$ cat config.mk
export PLATFORM = sky130hd
export DESIGN_NAME = mem_port_arbiter_flat
export DESIGN_NICKNAME = d
export VERILOG_FILES = /design/src/rtl/mem_port_arbiter_if.sv /design/src/rtl/mem_port_arbiter.sv /design/src/flat_wrapper.sv
export SDC_FILE = /design/constraint.sdc
export NUM_CORES = 1
export LEC_CHECK = 0
export CAP_MARGIN = 15
export CORE_MARGIN = 2
export CORE_UTILIZATION = 37
export CTS_CLUSTER_SIZE = 12
export DETAILED_ROUTE_END_ITERATION = 6
export MAX_ROUTING_LAYER = met4
export PLACE_DENSITY = 0.78
export REMOVE_ABC_BUFFERS = 1
export SLEW_MARGIN = 25
export SYNTH_ARGS = -nofsm -noshare
export SYNTH_HDL_FRONTEND = slang
export SYNTH_SLANG_ARGS = --single-unit
export TNS_END_PERCENT = 100
$ cat constraint.sdc
create_clock -name clk -period 1.7 [get_ports clk]
set_input_delay 0.17 -clock clk [delete_from_list [all_inputs] [get_ports clk]]
set_output_delay 0.17 -clock clk [all_outputs]
set_load 0.05 [all_outputs]
$ cat src/rtl/mem_port_arbiter_if.sv
// mem_port_arbiter_if: request/response port of one memory requester.
//   master modport - requester side (drives req/we/addr/wdata, receives rdata/ack/err)
//   slave  modport - arbiter side
// Signals:
//   req    access request, held until ack
//   we     1 = write
//   addr   access address
//   wdata  write data
//   rdata  registered read data, valid with ack
//   ack    one-cycle completion pulse
//   err    one-cycle pulse with ack when the access was blocked
interface mem_port_arbiter_if #(
  parameter int ADDR_W = 32,
  parameter int DATA_W = 32
);
  logic              req;
  logic              we;
  logic [ADDR_W-1:0] addr;
  logic [DATA_W-1:0] wdata;
  logic [DATA_W-1:0] rdata;
  logic              ack;
  logic              err;

  modport master (output req, we, addr, wdata, input rdata, ack, err);
  modport slave  (input req, we, addr, wdata, output rdata, ack, err);
endinterface

$ cat src/rtl/mem_port_arbiter.sv
// mem_port_arbiter: shares one single-port memory between the core datapath
// and an external loader/debug port. Core has fixed priority; after
// MAX_CORE_BURST consecutive core grants made while ext is waiting, ext wins.
// One command is latched per grant, driven to memory for one cycle, and a
// registered one-cycle ack is returned to the owner.
//
// Optional build macro: MEM_ARB_PROTECT_EN - ext writes below EXT_WR_BASE are
// blocked at grant and answered with ext ack + ext err, without a memory cycle.
//
// Ports:
//   clk, rst_n        clock, asynchronous active-low reset
//   core (slave)      core requester port (err always 0)
//   ext  (slave)      external requester port
//   mem_en/mem_we     memory strobe / write enable (high only in ISSUE)
//   mem_addr/wdata    memory address / write data
//   mem_rdata         memory read data, sampled MEM_LAT cycles after ISSUE
//   busy              high whenever the FSM is not IDLE
//
// state | meaning
// IDLE  | arbitrate pending requests, latch winner's command
// ISSUE | memory strobe for one cycle
// WAIT  | counting read latency, capture mem_rdata at terminal count
// RESP  | one-cycle ack (and err) to the owner
module mem_port_arbiter #(
  parameter int              ADDR_W         = 32,
  parameter int              DATA_W         = 32,
  parameter int              MEM_LAT        = 2,
  parameter int              MAX_CORE_BURST = 4,
  parameter logic [ADDR_W-1:0] EXT_WR_BASE  = 'h0000_1000
) (
  input  logic               clk,
  input  logic               rst_n,
  mem_port_arbiter_if.slave  core,
  mem_port_arbiter_if.slave  ext,
  output logic               mem_en,
  output logic               mem_we,
  output logic [ADDR_W-1:0]  mem_addr,
  output logic [DATA_W-1:0]  mem_wdata,
  input  logic [DATA_W-1:0]  mem_rdata,
  output logic               busy
);

  typedef enum logic [1:0] {IDLE, ISSUE, WAIT, RESP} state_t;

  localparam int STREAK_W = (MAX_CORE_BURST > 0) ? $clog2(MAX_CORE_BURST + 1) : 1;
  localparam int LAT_W    = (MEM_LAT > 1) ? $clog2(MEM_LAT) : 1;
  localparam logic [STREAK_W-1:0] STREAK_MAX = STREAK_W'(MAX_CORE_BURST);
  localparam logic [LAT_W-1:0]    LAT_LOAD   = LAT_W'(MEM_LAT - 1);

  state_t              state;
  logic                owner_ext;
  logic [STREAK_W-1:0] streak;
  logic [LAT_W-1:0]    lat_cnt;
  logic [DATA_W-1:0]   core_rdata_q;
  logic [DATA_W-1:0]   ext_rdata_q;
  logic                core_ack_q;
  logic                ext_ack_q;
  logic                ext_err_q;
  logic                grant_ext;
  logic                ext_blocked;

  always_comb begin
    grant_ext = ext.req && (!core.req || (streak == STREAK_MAX));
  end

`ifdef MEM_ARB_PROTECT_EN
  assign ext_blocked = ext.we && (ext.addr < EXT_WR_BASE);
`else
  assign ext_blocked = 1'b0;
`endif

  // The latched command lives directly in the mem_* output registers; they
  // are valid only during ISSUE and return to zero afterwards.
  always_ff @(posedge clk or negedge rst_n) begin
    if (!rst_n) begin
      state        <= IDLE;
      owner_ext    <= 1'b0;
      streak       <= '0;
      lat_cnt      <= '0;
      core_rdata_q <= '0;
      ext_rdata_q  <= '0;
      core_ack_q   <= 1'b0;
      ext_ack_q    <= 1'b0;
      ext_err_q    <= 1'b0;
      mem_en       <= 1'b0;
      mem_we       <= 1'b0;
      mem_addr     <= '0;
      mem_wdata    <= '0;
    end else begin
      core_ack_q <= 1'b0;
      ext_ack_q  <= 1'b0;
      ext_err_q  <= 1'b0;
      mem_en     <= 1'b0;
      mem_we     <= 1'b0;
      mem_addr   <= '0;
      mem_wdata  <= '0;
      case (state)
        IDLE: begin
          if (core.req || ext.req) begin
            owner_ext <= grant_ext;
            if (grant_ext) begin
              streak <= '0;
            end else if (!ext.req) begin
              streak <= '0;
            end else if (streak != STREAK_MAX) begin
              streak <= streak + 1'b1;
            end
            if (grant_ext && ext_blocked) begin
              ext_ack_q <= 1'b1;
              ext_err_q <= 1'b1;
              state     <= RESP;
            end else begin
              mem_en    <= 1'b1;
              mem_we    <= grant_ext ? ext.we    : core.we;
              mem_addr  <= grant_ext ? ext.addr  : core.addr;
              mem_wdata <= grant_ext ? ext.wdata : core.wdata;
              state     <= ISSUE;
            end
          end
        end
        ISSUE: begin
          if (mem_we) begin
            core_ack_q <= !owner_ext;
            ext_ack_q  <= owner_ext;
            state      <= RESP;
          end else begin
            lat_cnt <= LAT_LOAD;
            state   <= WAIT;
          end
        end
        WAIT: begin
          if (lat_cnt == '0) begin
            if (owner_ext) begin
              ext_rdata_q <= mem_rdata;
              ext_ack_q   <= 1'b1;
            end else begin
              core_rdata_q <= mem_rdata;
              core_ack_q   <= 1'b1;
            end
            state <= RESP;
          end else begin
            lat_cnt <= lat_cnt - 1'b1;
          end
        end
        RESP:    state <= IDLE;
        default: state <= IDLE;
      endcase
    end
  end

  assign busy       = (state != IDLE);
  assign core.rdata = core_rdata_q;
  assign core.ack   = core_ack_q;
  assign core.err   = 1'b0;
  assign ext.rdata  = ext_rdata_q;
  assign ext.ack    = ext_ack_q;
  assign ext.err    = ext_err_q;

endmodule

$ cat src/flat_wrapper.sv
// flat-port wrapper written by rule: the top's interface ports become plain ports
module mem_port_arbiter_flat 
#(
  parameter int              ADDR_W         = 32,
  parameter int              DATA_W         = 32,
  parameter int              MEM_LAT        = 2,
  parameter int              MAX_CORE_BURST = 4,
  parameter logic [ADDR_W-1:0] EXT_WR_BASE  = 'h0000_1000
)
  (clk, rst_n, mem_en, mem_we, mem_addr, mem_wdata, mem_rdata, busy, core_req, core_we, core_addr, core_wdata, core_rdata, core_ack, core_err, ext_req, ext_we, ext_addr, ext_wdata, ext_rdata, ext_ack, ext_err);
  mem_port_arbiter_if #(.ADDR_W(ADDR_W), .DATA_W(DATA_W)) core_i ();
  mem_port_arbiter_if #(.ADDR_W(ADDR_W), .DATA_W(DATA_W)) ext_i ();
  input  logic clk;
  input  logic rst_n;
  output logic mem_en;
  output logic mem_we;
  output logic [ADDR_W-1:0] mem_addr;
  output logic [DATA_W-1:0] mem_wdata;
  input  logic [DATA_W-1:0] mem_rdata;
  output logic busy;
  input wire logic [$bits(core_i.req)-1:0] core_req;
  input wire logic [$bits(core_i.we)-1:0] core_we;
  input wire logic [$bits(core_i.addr)-1:0] core_addr;
  input wire logic [$bits(core_i.wdata)-1:0] core_wdata;
  output wire logic [$bits(core_i.rdata)-1:0] core_rdata;
  output wire logic [$bits(core_i.ack)-1:0] core_ack;
  output wire logic [$bits(core_i.err)-1:0] core_err;
  input wire logic [$bits(ext_i.req)-1:0] ext_req;
  input wire logic [$bits(ext_i.we)-1:0] ext_we;
  input wire logic [$bits(ext_i.addr)-1:0] ext_addr;
  input wire logic [$bits(ext_i.wdata)-1:0] ext_wdata;
  output wire logic [$bits(ext_i.rdata)-1:0] ext_rdata;
  output wire logic [$bits(ext_i.ack)-1:0] ext_ack;
  output wire logic [$bits(ext_i.err)-1:0] ext_err;
  assign core_i.req = core_req;
  assign core_i.we = core_we;
  assign core_i.addr = core_addr;
  assign core_i.wdata = core_wdata;
  assign core_rdata = core_i.rdata;
  assign core_ack = core_i.ack;
  assign core_err = core_i.err;
  assign ext_i.req = ext_req;
  assign ext_i.we = ext_we;
  assign ext_i.addr = ext_addr;
  assign ext_i.wdata = ext_wdata;
  assign ext_rdata = ext_i.rdata;
  assign ext_ack = ext_i.ack;
  assign ext_err = ext_i.err;
  mem_port_arbiter #(.ADDR_W(ADDR_W), .DATA_W(DATA_W), .MEM_LAT(MEM_LAT), .MAX_CORE_BURST(MAX_CORE_BURST), .EXT_WR_BASE(EXT_WR_BASE)) u_core (.clk(clk), .rst_n(rst_n), .core(core_i), .ext(ext_i), .mem_en(mem_en), .mem_we(mem_we), .mem_addr(mem_addr), .mem_wdata(mem_wdata), .mem_rdata(mem_rdata), .busy(busy));
endmodule
Word-level counts from Yosys, hierarchy flattened
Index checks and enable logic that the tools add are counted.
{"block": "word_totals", "out_inout_bits": 135, "regBits": 139}
{"block": "op_classes", "muxes": 29, "n_reduce_logical": 14, "n_eq_ne": 9, "addsub": 2, "bitwise": 2}
{"operator": "$mux W32", "n": 6}
{"operator": "$mux W1", "n": 14}
{"operator": "$mux W3", "n": 3}
{"operator": "$reduce_and A3 Y1", "n": 3}
{"operator": "$pmux W2 S4", "n": 1}
{"operator": "$pmux W1 S2", "n": 3}
{"operator": "$reduce_and A2 Y1", "n": 3}
{"operator": "$eq A2 B2 Y1 const B", "n": 2}
{"operator": "$mux W2", "n": 2}
{"operator": "$ne A2 B2 Y1 const B", "n": 2}
{"operator": "$reduce_bool A2 Y1", "n": 2}
{"operator": "$add A3 B1 Y3 const B", "n": 1}
{"operator": "$eq A3 B3 Y1 const B", "n": 1}
{"operator": "$ne A3 B1 Y1 const B", "n": 1}
{"operator": "$ne A3 B3 Y1 const B", "n": 1}
{"operator": "$eq A2 B1 Y1 const B", "n": 1}
{"operator": "$logic_not A1 Y1", "n": 2}
{"operator": "$logic_not A2 Y1", "n": 1}
{"operator": "$logic_or A1 B1 Y1", "n": 2}
{"operator": "$ne A2 B1 Y1 const B", "n": 1}
{"operator": "$not A1 Y1", "n": 2}
{"operator": "$logic_and A1 B1 Y1", "n": 1}
{"operator": "$sub A1 B1 Y1 const B", "n": 1}

Depth between registers and ports, before layout
{"block": "depth", "ltp_word": 6, "depth_mapped": 7}

Worst setup path after synthesis
Ideal clock, no wire load.
{"block": "synth_timing", "path_type": "flip-flop to flip-flop", "start": "register u_core.state[0]", "end": "register u_core.mem_addr[22]", "setup_ps": 156, "period_less_slack_ps": 1704, "required_ps": 1544, "arrival_time_ps": 1548, "slack_ps": -4, "stages_incl_launch_ff": 7, "path_cell_list": "dfrtp_1 inv_1 ha_1 clkbuf_2 inv_1 clkbuf_1 nor2_1"}
{"block": "synth_between", "elab_chain_cells": 2}
{"item": "start: declaration", "line_no": "mem_port_arbiter.sv:50", "text": "state_t state;"}
{"item": "start signal: assignment", "line_no": "mem_port_arbiter.sv:76", "text": "state <= IDLE;"}
{"item": "start signal: assignment", "line_no": "mem_port_arbiter.sv:111", "text": "state <= RESP;"}
{"item": "start signal: assignment", "line_no": "mem_port_arbiter.sv:117", "text": "state <= ISSUE;"}
{"item": "$logic_not A2 Y1", "line_no": "mem_port_arbiter.sv:97", "text": "case (state)"}
{"item": "$mux W32", "line_no": "mem_port_arbiter.sv:97"}
{"item": "end signal: assignment", "line_no": "mem_port_arbiter.sv:115", "text": "mem_addr <= grant_ext ? ext.addr : core.addr;"}
{"item": "end: declaration", "line_no": "mem_port_arbiter.sv:37", "text": "output logic [ADDR_W-1:0] mem_addr,"}
Every way passes these cells.
A chain may end at the register's enable or synchronous reset.

Final worst setup path
{"block": "layout_timing", "start": "register u_core.state[0]", "end": "output busy"}
{"block": "layout_between", "elab_chain_cells": 1}
{"item": "$reduce_bool A2 Y1", "line_no": "mem_port_arbiter.sv:151", "text": "assign busy = (state != IDLE);"}
{"item": "end: declaration", "line_no": "flat_wrapper.sv:20", "text": "output logic busy;"}
Every way passes these cells.

==> flow_metrics.tcl <==
set metrics [dict create \
    share_clk_of_total_power_pct 21.2 \
    initial_utilization_pct 37.71 \
    critPathCaptureType "output pin" \
    post_synth_num_cell_types 29 \
    clkSlewWorstSetupHoldPaths_ns 0.06 \
    slew_viol_final 0 \
    actual_transition_at_the_worst_max_transition_pin_ns 0.5525 \
    area_growth_syn_to_layout_pct 61.37 \
    p_int_w 0.01027 \
    cts_made_buffers 17 \
    postSynthCellCount 556 \
    max_clock_freq_mhz 609.0 \
    filler_cell_count 1355 \
    numClockSinks 139 \
    static_power_due_to_leakage_nw 4.798 \
    clk_latency_worst_skew_pair_ns 0.42 \
    route.layer.met1.wl_um 7650 \
    antenna_found_initial 0 \
    p_seq_share_pct 27.6 \
    slew_headroom_pct 63.32 \
    mostFrequentLayoutCells "162 x sky130_fd_sc_hd__clkdlybuf4s50_1, 139 x sky130_fd_sc_hd__dfrtp_1, 135 x sky130_fd_sc_hd__nand2_1" \
    tritoncts "built" \
    gp_congestion 0.7808 \
    synth_sequential_area_ratio_pct 56.01 \
    dp_hpwl_um 13520 \
    most_common_cell_after_layout_fill_and_taps_aside "sky130_fd_sc_hd__clkdlybuf4s50_1" \
    crit_path_max_fanout 11 \
    ant_nets 0 \
    maximum_number_of_pins_on_one_net_before_global_route_repair 56 \
    n_diodes 0 \
    cts_htree_levels 4 \
    mappedNetlistArea_um2 6210 \
    design_area_um2 10020 \
    grt-ovfl-total 0 \
    via_per_inst 4.869 \
    first_global_vias 5376 \
    summed_negative_setup_slack_over_all_endpoints_ns 0 \
    ctsRootBufferMaster "sky130_fd_sc_hd__clkbuf_16" \
    timing.final.hold_violations 0 \
    dr.pass1.iters 4 \
    post_layout_nonfiller_instances 1094 \
    ys_seq_elements 139 \
    met2_wirelength_um 9200 \
    area_post_placement_um2 9380 \
    max-vdd-ir-drop_uv 1060 \
    fin_crit_sh_pct 96.58 \
    grt.total_usage_pct 21.36 \
    drtIter0Drc 178 \
    avgRoutedWirePerCell_um 16.98 \
    multi_input_area_um2 2424 \
    critical_path_class "register to output pin" \
    chipWidth_um 133.6 \
    drc_errors 0 \
    placedCellCount 1050 \
    critical_path_required_ns 1.53 \
    share_of_cells_above_drive_strength_1_pct 21.17 \
    pin_count 301 \
    dieArea_um2 17840 \
    finalCriticalPeriod_ns 1.642 \
    skew_ns 0.007948 \
    clock_tree.buffer_depth 2 \
    finalNetCount 1032 \
    avgSynthCellArea_um2 11.17 \
    dr_wl_met3_um 1391 \
    start_kind "register" \
    sw_frac_of_total_pct 44.36 \
    regToRegStartpoint "u_core.state[0]" \
    max-cap-violations 0 \
    die_h_um 133.6 \
    yosys_warnings 0 \
    p_per_area_nw_per_um2 1842 \
    floorplan.core_area_um2 16470 \
    switchingPower_w 0.008189 \
    final_core_utilization_pct 60.86 \
    wire_length_of_the_first_global_routing_pass_um 28380 \
    vias 5327 \
    port-buffer-count 298 \
    final-seq-area_um2 3478 \
    power.share.combinational_pct 51.3 \
    std_cell_rows 47 \
    topRoutingLayerUsed "met4" \
    critical_path_arrival_ns 1.47 \
    min-delay-path-class "primary input to asynchronous set/reset pin" \
    run_status "finished clean" \
    setup_viol 0 \
    postRouteWirelength_um 18570 \
    timing.critical_path.from "u_core.state[0]" \
]
cell families (layout without fill, tap and decap cells):
logic type,count (synthesis),after routing,synth area share [%]
AOI/OAI and AO/OA,76,76,10.38
adders and majority gates,5,5,1.007
buffers and inverters,56,373,5.400
DFF,139,139,56.01
muxes,66,66,13.76
other,1,2,0.06039
and+or+nand+nor,213,213,13.38
layout make-up:
cell class,instances,share of cell area (%)
Sequential cell,139,34.71
Timing Repair Buffer,332,31.76
Multi-Input combinational cell,362,24.19
Clock buffer,18,4.383
Tap cell,220,2.747
Clock inverter,14,1.848
Inverter,9,0.3621
cell usage after synthesis, drive strengths merged:
cell / count / area [um2]
a32o: 1 / 10.01
conb: 1 / 3.750
and3: 1 / 11.26
a21boi: 1 / 7.510
mux2i: 1 / 10.01
ha: 5 / 62.56
clkbuf: 13 / 50.04
o21ai: 3 / 15.01
o22a: 65 / 569.3
nor2: 71 / 266.5
a221oi: 1 / 8.760
buf: 34 / 251.5
nor2b: 1 / 13.76
a22oi: 1 / 7.510
a31o: 1 / 8.760
a21oi: 1 / 5.000
and2: 2 / 15.02
o22ai: 2 / 12.51
nand3: 1 / 5.000
nand2b: 2 / 12.51
mux2: 65 / 844.6
nand2: 135 / 506.7
inv: 9 / 33.78
dfrtp: 139 / 3478
state kept, by name, indices dropped and copies added (netlist names):
name	count
u_core.streak	3
u_core.mem_en	1
u_core.core.rdata	32
u_core.ext.rdata	32
u_core.mem_we	1
u_core.mem_wdata	32
u_core.state	2
u_core.lat_cnt	1
u_core.owner_ext	1
u_core.mem_addr	32
u_core.core.ack	1
u_core.ext.ack	1
stage by stage:
| stage | worst slack (ns) | total power [W] | hold slack (ns) |
|---|---|---|---|
| after detailed placement | 0.1089 | 0.01485 | 0.07831 |
| after floorplan | -1.756 | 0.01119 | -0.1256 |
| after global placement | 0.1495 | 0.01468 | 0.08080 |
| after global routing | -0.01496 | 0.01926 | 0.2055 |
| final | 0.05809 | 0.01846 | 0.1972 |
| after CTS | -0.02938 | 0.01835 | 0.1924 |
per-layer routing:
metal  global-route usage (%)  vias up
li1                         -     2470
met1                    24.67     2585
met2                    35.14      247
met3                    7.268       25
met4                    6.856        0
met5                        -        -
power by group through the flow:
stage	registers [W]	logic, W	clock network, W
after floorplan	0.00904	0.00216	0
after global placement	0.00514	0.00954	0
after detailed placement	0.00518	0.00968	0
after CTS	0.00509	0.00926	0.00400
after global routing	0.00521	0.00988	0.00416
final	0.00509	0.00946	0.00390
what timing repair did:
item,CTS,global route
gates cloned,0,1
buffers inserted,1,9
hold buffers,1,0
gates resized for setup,95,1
endpoints found under the setup margin,91,1
endpoints found under the hold margin,84,0
worst max-delay path: stages (launching register included):
cell,delay (ns)
sky130_fd_sc_hd__dfrtp_1,0.35
sky130_fd_sc_hd__inv_2,0.05
sky130_fd_sc_hd__buf_6,0.12
sky130_fd_sc_hd__ha_4,0.17
sky130_fd_sc_hd__inv_4,0.09
sky130_fd_sc_hd__buf_12,0.14
sky130_fd_sc_hd__buf_12,0.14
worst paths after layout:
kind	to	slack, ns	depth (start not counted)
worst max-delay path	busy	0.06	6
worst min-delay path	u_core.mem_addr[25]	0.20	2
worst max register to register	u_core.core.rdata[23]	0.12	6
worst min register to register	u_core.core.ack	0.50	1
max in group asynchronous	u_core.mem_addr[3]	0.89	3
min in group clk	u_core.owner_ext	0.20	3
(Power assumes the default switching activity.)
